File: config.mk
export PLATFORM = sky130hd
export DESIGN_NAME = svc_uart_rx_flat
export DESIGN_NICKNAME = d
export VERILOG_FILES = /design/src/rtl/svc_uart_pkg.sv /design/src/rtl/svc_uart_rx_if.sv /design/src/rtl/svc_sync_bit.sv /design/src/rtl/svc_uart_rx.sv /design/src/flat_wrapper.sv
export SDC_FILE = /design/constraint.sdc
export NUM_CORES = 1
export LEC_CHECK = 0
export CORE_ASPECT_RATIO = 1.5
export CORE_UTILIZATION = 25
export CTS_BUF_LIST = sky130_fd_sc_hd__clkbuf_8
export CTS_CLUSTER_DIAMETER = 40
export DETAILED_ROUTE_END_ITERATION = 8
export PLACE_DENSITY = 0.41
export SLEW_MARGIN = 10
export SYNTH_ARGS = -nofsm -noshare
export SYNTH_HDL_FRONTEND = slang
export SYNTH_HIERARCHICAL = 1
export SYNTH_SLANG_ARGS = --single-unit
File: constraint.sdc
create_clock -name clk -period 3.3 [get_ports clk]
set_input_delay 0.825 -clock clk [delete_from_list [all_inputs] [get_ports clk]]
set_output_delay 0.825 -clock clk [all_outputs]
set_load 0.01 [all_outputs]
File: src/rtl/svc_uart_pkg.sv
// rtl/svc_uart_pkg.sv - shared UART types, constants and helpers
package svc_uart_pkg;

   typedef enum logic [2:0] {IDLE, START, DATA, STOP, BREAK} uart_rx_state_t;

   localparam int UART_DATA_BITS = 8;

   // Truncating clocks-per-bit, shared with the transmit side
   function automatic int clks_per_bit(input int freq, input int baud);
      return freq / baud;
   endfunction

endpackage

File: src/rtl/svc_uart_rx_if.sv
// rtl/svc_uart_rx_if.sv - received-byte valid/ready stream
interface svc_uart_rx_if;
   import svc_uart_pkg::*;

   logic                      urx_valid;
   logic [UART_DATA_BITS-1:0] urx_data;
   logic                      urx_ready;

   modport master (output urx_valid, output urx_data, input urx_ready);
   modport slave  (input urx_valid, input urx_data, output urx_ready);

endinterface

File: src/rtl/svc_sync_bit.sv
// rtl/svc_sync_bit.sv - 2-flop synchroniser with a configurable reset value
module svc_sync_bit #(
   parameter logic RESET_VAL = 1'b1
) (
   input  logic clk,
   input  logic rst,
   input  logic d,
   output logic q
);

   logic meta;

   // Two back-to-back flops; resetting to the idle level avoids a false start bit
   always_ff @(posedge clk) begin
      if (rst) begin
         meta <= RESET_VAL;
         q    <= RESET_VAL;
      end else begin
         meta <= d;
         q    <= meta;
      end
   end

endmodule

File: src/rtl/svc_uart_rx.sv
// rtl/svc_uart_rx.sv - 8N1 UART receiver with majority sampling and 1-entry output buffer
module svc_uart_rx
   import svc_uart_pkg::*;
#(
   parameter int CLOCK_FREQ = 25_000_000,
   parameter int BAUD_RATE  = 115_200
) (
   input  logic               clk,
   input  logic               rst,
   input  logic               urx_pin,
   svc_uart_rx_if.master      rx,
   output logic               urx_frame_err,
   output logic               urx_overrun
);

   localparam int CPB = clks_per_bit(CLOCK_FREQ, BAUD_RATE);
   localparam int MID = CPB / 2;
   localparam int CW  = $clog2(CPB);
   localparam int BW  = $clog2(UART_DATA_BITS);

   localparam logic [CW-1:0] C_LAST = CW'(CPB - 1);
   localparam logic [CW-1:0] C_S0   = CW'(MID - 1);
   localparam logic [CW-1:0] C_S1   = CW'(MID);
   localparam logic [CW-1:0] C_DEC  = CW'(MID + 1);
   localparam logic [BW-1:0] B_LAST = BW'(UART_DATA_BITS - 1);

   if (CPB < 8) begin : g_bad_cpb
      $error("svc_uart_rx: clocks per bit must be at least 8");
   end

   logic                      rx_s;
   logic [CW-1:0]             cnt;
   logic [BW-1:0]             bit_idx;
   logic [UART_DATA_BITS-1:0] shreg;
   logic                      s0;
   logic                      s1;
   logic                      maj;
   logic                      buf_full;
   uart_rx_state_t            state;

   svc_sync_bit #(.RESET_VAL(1'b1)) u_sync (
      .clk (clk),
      .rst (rst),
      .d   (urx_pin),
      .q   (rx_s)
   );

   // Third sample is the live rx_s at the decision point
   assign maj      = (s0 & s1) | (s0 & rx_s) | (s1 & rx_s);
   // A byte accepted this very cycle frees the buffer for a new one
   assign buf_full = rx.urx_valid && !rx.urx_ready;

   // Receive FSM: bit timing, majority sampling, framing and output buffer
   always_ff @(posedge clk) begin
      if (rst) begin
         state         <= IDLE;
         cnt           <= '0;
         bit_idx       <= '0;
         shreg         <= '0;
         s0            <= 1'b1;
         s1            <= 1'b1;
         rx.urx_valid  <= 1'b0;
         rx.urx_data   <= '0;
         urx_frame_err <= 1'b0;
         urx_overrun   <= 1'b0;
      end else begin
         urx_frame_err <= 1'b0;
         urx_overrun   <= 1'b0;
         if (rx.urx_valid && rx.urx_ready) begin
            rx.urx_valid <= 1'b0;
         end
         if (state != IDLE && state != BREAK) begin
            cnt <= (cnt == C_LAST) ? '0 : cnt + 1'b1;
            if (cnt == C_S0) s0 <= rx_s;
            if (cnt == C_S1) s1 <= rx_s;
         end
         case (state)
            IDLE: begin
               if (!rx_s) begin
                  state <= START;
                  cnt   <= '0;
               end
            end
            START: begin
               if (cnt == C_DEC && maj) begin
                  state <= IDLE;
               end else if (cnt == C_LAST) begin
                  state   <= DATA;
                  bit_idx <= '0;
               end
            end
            DATA: begin
               if (cnt == C_DEC) begin
                  shreg <= {maj, shreg[UART_DATA_BITS-1:1]};
               end
               if (cnt == C_LAST) begin
                  if (bit_idx == B_LAST) state <= STOP;
                  else bit_idx <= bit_idx + 1'b1;
               end
            end
            STOP: begin
               // Leave at the stop decision so back-to-back frames can resync
               if (cnt == C_DEC) begin
                  if (!maj) begin
                     urx_frame_err <= 1'b1;
                     state         <= BREAK;
                  end else if (buf_full) begin
                     urx_overrun <= 1'b1;
                     state       <= IDLE;
                  end else begin
                     rx.urx_data  <= shreg;
                     rx.urx_valid <= 1'b1;
                     state        <= IDLE;
                  end
               end
            end
            BREAK: begin
               if (rx_s) state <= IDLE;
            end
            default: state <= IDLE;
         endcase
      end
   end

endmodule
File: src/flat_wrapper.sv
// flat-port wrapper written by rule: the top's interface ports become plain ports
module svc_uart_rx_flat import svc_uart_pkg::*;
#(
   parameter int CLOCK_FREQ = 25_000_000,
   parameter int BAUD_RATE  = 115_200
)
  (clk, rst, urx_pin, urx_frame_err, urx_overrun, rx_urx_valid, rx_urx_data, rx_urx_ready);
  svc_uart_rx_if rx_i ();
  input  logic clk;
  input  logic rst;
  input  logic urx_pin;
  output logic urx_frame_err;
  output logic urx_overrun;
  output wire logic [$bits(rx_i.urx_valid)-1:0] rx_urx_valid;
  output wire logic [$bits(rx_i.urx_data)-1:0] rx_urx_data;
  input wire logic [$bits(rx_i.urx_ready)-1:0] rx_urx_ready;
  assign rx_urx_valid = rx_i.urx_valid;
  assign rx_urx_data = rx_i.urx_data;
  assign rx_i.urx_ready = rx_urx_ready;
  svc_uart_rx #(.CLOCK_FREQ(CLOCK_FREQ), .BAUD_RATE(BAUD_RATE)) u_core (.clk(clk), .rst(rst), .urx_pin(urx_pin), .rx(rx_i), .urx_frame_err(urx_frame_err), .urx_overrun(urx_overrun));
endmodule
==> impl_results.html <==
<table>
<tr><th>Metric</th><th>Value</th></tr>
<tr><th colspan="2">Setup path</th></tr>
<tr><td>Crit path required time</td><td>3460 ps</td></tr>
<tr><td>Reg-to-reg endpoint</td><td>u_core/shreg[1]</td></tr>
<tr><td>Start of the worst register-to-register path</td><td>u_core/state[1]</td></tr>
<tr><td>Critical path startpoint category</td><td>register</td></tr>
<tr><td>Depth of the worst register-to-register path</td><td>4</td></tr>
<tr><td>Worst setup startpoint</td><td>u_core/state[1]</td></tr>
<tr><td>CP endpoint kind</td><td>register</td></tr>
<tr><td>Critical path arrival</td><td>2160 ps</td></tr>
<tr><td>CP max FO</td><td>12</td></tr>
<tr><td>Worst Path Class, Setup</td><td>reg2reg</td></tr>
<tr><td>Reg-to-reg setup timing slack</td><td>between 1000 and 1500 ps</td></tr>
<tr><th colspan="2">Clocking</th></tr>
<tr><td>Setup fix buffers added after clock tree synthesis</td><td>0</td></tr>
<tr><td>Clk_lat worst skew</td><td>~280 ps</td></tr>
<tr><td>Clk sink count</td><td>37</td></tr>
<tr><td>Buffer levels on the longest clock path</td><td>2</td></tr>
<tr><td>Total of hold buffers inserted after clock tree synthesis</td><td>0</td></tr>
<tr><td>Clock buffer count from CTS</td><td>5</td></tr>
<tr><td>Clock slew seen by the registers of the worst setup and hold paths</td><td>approximately 70 ps</td></tr>
<tr><td>CTS tree</td><td>done</td></tr>
<tr><td>H-tree depth reported by CTS</td><td>2</td></tr>
<tr><td>PostCTS Resize Cnt</td><td>0</td></tr>
<tr><td>Root Buffer</td><td>sky130_fd_sc_hd__clkbuf_8</td></tr>
<tr><th colspan="2">STA</th></tr>
<tr><td>Setup Viol. Count Final</td><td>0</td></tr>
<tr><td>Final critical-path setup slack</td><td>1310 ps</td></tr>
<tr><td>RSZ-0062 raised after global routing</td><td>no</td></tr>
<tr><td>Count of final hold-check violations</td><td>0</td></tr>
<tr><td>Max-Slew Margin vs Limit</td><td>63.4%</td></tr>
<tr><td>Setup TNS</td><td>0 ps</td></tr>
<tr><td>Shortest period the worst path allows</td><td>~2000 ps</td></tr>
<tr><td>Peak clock frequency supported by timing</td><td>roughly 500 MHz</td></tr>
<tr><td>Final Skew</td><td>5.30 ps</td></tr>
<tr><td>Final number of max-transition violations</td><td>0</td></tr>
<tr><td>Least-Margin Pin Slew</td><td>around 550 ps</td></tr>
<tr><td>Worst hold slack after final layout</td><td>approximately 440 ps</td></tr>
<tr><td>Fraction of the cycle the final worst path needs</td><td>60.4%</td></tr>
<tr><th colspan="2">Yosys</th></tr>
<tr><td>Cell type contributing the most total cell area after synthesis</td><td>sky130_fd_sc_hd__dfxtp_1</td></tr>
<tr><td>Sequential-to-total area share from yosys stat</td><td>a little over two fifths</td></tr>
<tr><td>Warning count from the yosys run</td><td>6</td></tr>
<tr><td>Mean Syn Cell Area</td><td>between 9 and 10 um^2</td></tr>
<tr><td>Number of flops mapped to enable cells by yosys</td><td>0</td></tr>
<tr><td>Post-synth net total</td><td>just under 200</td></tr>
<tr><td>Top cells by area, synth</td><td>sky130_fd_sc_hd__dfxtp_1 44%, sky130_fd_sc_hd__mux2i_1 6.5%, sky130_fd_sc_hd__nor2_1 5.8%</td></tr>
<tr><td>Post-synthesis instance area</td><td>around 1700 um^2</td></tr>
<tr><td>Cell with the most instances after synthesis</td><td>sky130_fd_sc_hd__dfxtp_1</td></tr>
<tr><td>Number of cells produced by synthesis</td><td>around 190</td></tr>
<tr><td>#FFs+latches synth</td><td>37</td></tr>
<tr><td>Main synth FF type</td><td>sky130_fd_sc_hd__dfxtp_1</td></tr>
<tr><td>Area share of the leading cell type in the synthesized netlist</td><td>43.7%</td></tr>
<tr><td>Async set or reset register ratio after synthesis</td><td>0%</td></tr>
<tr><td>Number of distinct library cells after synthesis</td><td>between 40 and 50</td></tr>
<tr><td>Top cells by instance count after synthesis</td><td>37 x sky130_fd_sc_hd__dfxtp_1, 26 x sky130_fd_sc_hd__nor2_1, 14 x sky130_fd_sc_hd__a21oi_1</td></tr>
<tr><th colspan="2">Routing</th></tr>
<tr><td>Detailed-routing iteration count for the pre-antenna-repair pass</td><td>5</td></tr>
<tr><td>Iteration-0 DRC Markers</td><td>34</td></tr>
<tr><td>Per-cell routed wire length</td><td>between 10 and 15 um</td></tr>
<tr><td>Via total after detailed routing</td><td>roughly 1,300</td></tr>
<tr><td>Final antenna-violating net count</td><td>0</td></tr>
<tr><td>Detail-routed via count per cell</td><td>between 4 and 5</td></tr>
<tr><td>Detailed-route wire length</td><td>roughly 3.8 mm</td></tr>
<tr><td># DRC</td><td>0</td></tr>
<tr><th colspan="2">Status</th></tr>
<tr><td>Run status</td><td>finished clean</td></tr>
<tr><th colspan="2">Power</th></tr>
<tr><td>Fraction of power consumed by combinational cells</td><td>~14%</td></tr>
<tr><td>Clk network pwr share</td><td>32.8%</td></tr>
<tr><td>Maximum vdd drop</td><td>approximately 0.19 mV</td></tr>
<tr><td>Power spent charging and discharging nets</td><td>~250 uW</td></tr>
<tr><td>Net switching share of the total power</td><td>about 28%</td></tr>
<tr><td>Part of the total power dissipated in sequential elements</td><td>between 50% and 60%</td></tr>
<tr><td>Internal power</td><td>662 uW</td></tr>
<tr><td>Power density cells</td><td>about 460 nW/um^2</td></tr>
<tr><td>Static power due to leakage</td><td>roughly 0.00066 uW</td></tr>
<tr><th colspan="2">Global routing</th></tr>
<tr><td>Number of antenna violations at the first check in global routing</td><td>0</td></tr>
<tr><td>Vias in the first global route</td><td>between 1,000 and 1,500</td></tr>
<tr><td>Largest net degree at the start of global routing</td><td>26</td></tr>
<tr><td>Total track usage</td><td>between 10 and 15%</td></tr>
<tr><td>Gr ovfl total</td><td>0</td></tr>
<tr><td>Wire length of the first global-routing pass</td><td>6.46 mm</td></tr>
<tr><th colspan="2">Cells and area</th></tr>
<tr><td>Number of nets in the layout</td><td>207</td></tr>
<tr><td>Diodes inserted</td><td>0</td></tr>
<tr><td>Layout cell share with drive strength beyond 1</td><td>approximately 7.0%</td></tr>
<tr><td>Synthesis-to-layout area growth</td><td>16.1%</td></tr>
<tr><td>Summed area of non-filler cells in the final layout</td><td>slightly below 2000 um^2</td></tr>
<tr><td>Number of fillers in the final layout</td><td>around 700</td></tr>
<tr><th colspan="2">Die</th></tr>
<tr><td>Top-level port count</td><td>15</td></tr>
<tr><td>Number of cell rows</td><td>36</td></tr>
<tr><td>Chip Height</td><td>approximately 100 um</td></tr>
<tr><td>Placeable core area</td><td>about 6500 um^2</td></tr>
<tr><td>Overall die area</td><td>just over 7000 um^2</td></tr>
<tr><td>Initial core utilization</td><td>between 20% and 30%</td></tr>
<tr><td>Width of the die</td><td>approximately 70 um</td></tr>
<tr><th colspan="2">Min path</th></tr>
<tr><td>HP Start</td><td>u_core/u_sync/meta</td></tr>
<tr><td>Count of cells along the worst hold path</td><td>1</td></tr>
<tr><td>Kind of path behind the tightest hold check</td><td>reg2reg</td></tr>
<tr><td>Worst Hold Endpoint</td><td>u_core/u_sync/q</td></tr>
<tr><th colspan="2">Place</th></tr>
<tr><td>Routability congestion estimate</td><td>0.709</td></tr>
<tr><td>Final HPWL DP</td><td>about 2.8 mm</td></tr>
<tr><td>Post-place instance area</td><td>between 1500 and 2000 um^2</td></tr>
<tr><td>Port bufs</td><td>14</td></tr>
<tr><td>Setup slack after placement</td><td>between 1000 and 1500 ps</td></tr>
<tr><th colspan="2">Run</th></tr>
<tr><td>Number of max-cap violations</td><td>0</td></tr>
</table>
## layout by cell type, fill, tap and decap left out, drive strengths merged, types with 3 or more instances in the layout
cell type | synthesis | final
nor2b | 3 | 3
or2 | 3 | 3
o21ai | 12 | 12
a21oi | 14 | 14
inv | 4 | 5
xnor2 | 6 | 6
nor2 | 26 | 26
dfxtp | 37 | 37
clkbuf | 6 | 5
nand2 | 5 | 5
ha | 5 | 5
nand2b | 5 | 5
clkdlybuf4s50 | 0 | 14
nand3 | 12 | 12
nor3 | 6 | 6
mux2i | 11 | 11
## logic make-up (layout without fill, tap and decap cells)
family | count (synthesis) | count (layout) | synth area share, %
muxes | 11 | 11 | 6.49
xor gates and xnor gates | 8 | 8 | 4.13
AOI/OAI and AO/OA | 36 | 36 | 13.3
and+or+nand+nor | 74 | 74 | 24.1
adders and majority gates | 6 | 6 | 4.28
DFF | 37 | 37 | 43.7
buffers and inverters | 15 | 27 | 3.98
## flip-flops by register name, indices dropped and copies added (netlist names)
register and count:
u_core/s0 1, u_core/s1 1, u_core/urx_overrun 1, u_core/bit_idx 3, u_core/shreg 8, u_core/urx_frame_err 1
u_core/rx.urx_data 8, u_core/u_sync/q 1, u_core/rx.urx_valid 1, u_core/cnt 8, u_core/u_sync/meta 1, u_core/state 3
## power groups by stage
| stage | clock, uW | sequential, uW | combinational (uW) |
|---|---|---|---|
| floorplan | 0 | 482 | 116 |
| global placement | 0 | 504 | 125 |
| detailed placement | 0 | 503 | 125 |
| CTS | 320 | 492 | 126 |
| global route | 340 | 498 | 137 |
| finish | 300 | 492 | 123 |
## worst max-delay path, cell delays in order (launching register included)
cell                      delay [ps]
sky130_fd_sc_hd__dfxtp_1         550
sky130_fd_sc_hd__or3b_4          470
sky130_fd_sc_hd__nor3_4          510
sky130_fd_sc_hd__mux2i_1         280
sky130_fd_sc_hd__nor2_1           70
## through the flow
stage	instances	total power [uW]	utilization, %
after global routing	275	975	30.2
after CTS	275	938	30.2
after global placement	267	629	28.9
after floorplan	187	598	-
after detailed placement	267	627	28.9
final	275	916	30.2
## area by class of cell
| type | count | area (um^2) | area share, % |
|---|---|---|---|
| multi-input combinational | 135 | 888 | 45.1 |
| sequential | 37 | 741 | 37.6 |
| timing repair buffer | 15 | 148 | 7.50 |
| tap | 76 | 95.1 | 4.83 |
| clock buffer | 5 | 68.8 | 3.49 |
| inverter | 4 | 15.0 | 0.762 |
| clock inverter | 3 | 13.8 | 0.699 |
## worst max-delay path by stage
stage                             to  cells after the start  slack (ps)
6_report             u_core/shreg[1]                      4        1310
5_1_grt              u_core/shreg[1]                      4        1210
3_3_place_gp   u_core/rx.urx_data[7]                      4        1210
2_1_floorplan      u_core/bit_idx[0]                      6        1440
4_1_cts               rx_urx_data[7]                      1        1290
3_5_place_dp   u_core/rx.urx_data[0]                      4        1200
## per-layer routing
layer	track usage [%]	part of all wire [%]
met2	22.3	55
met1	11.7	42
met5	0	0
met3	2.05	1.9
met4	5.81	0.99
Power figures use the tool's default switching activity.
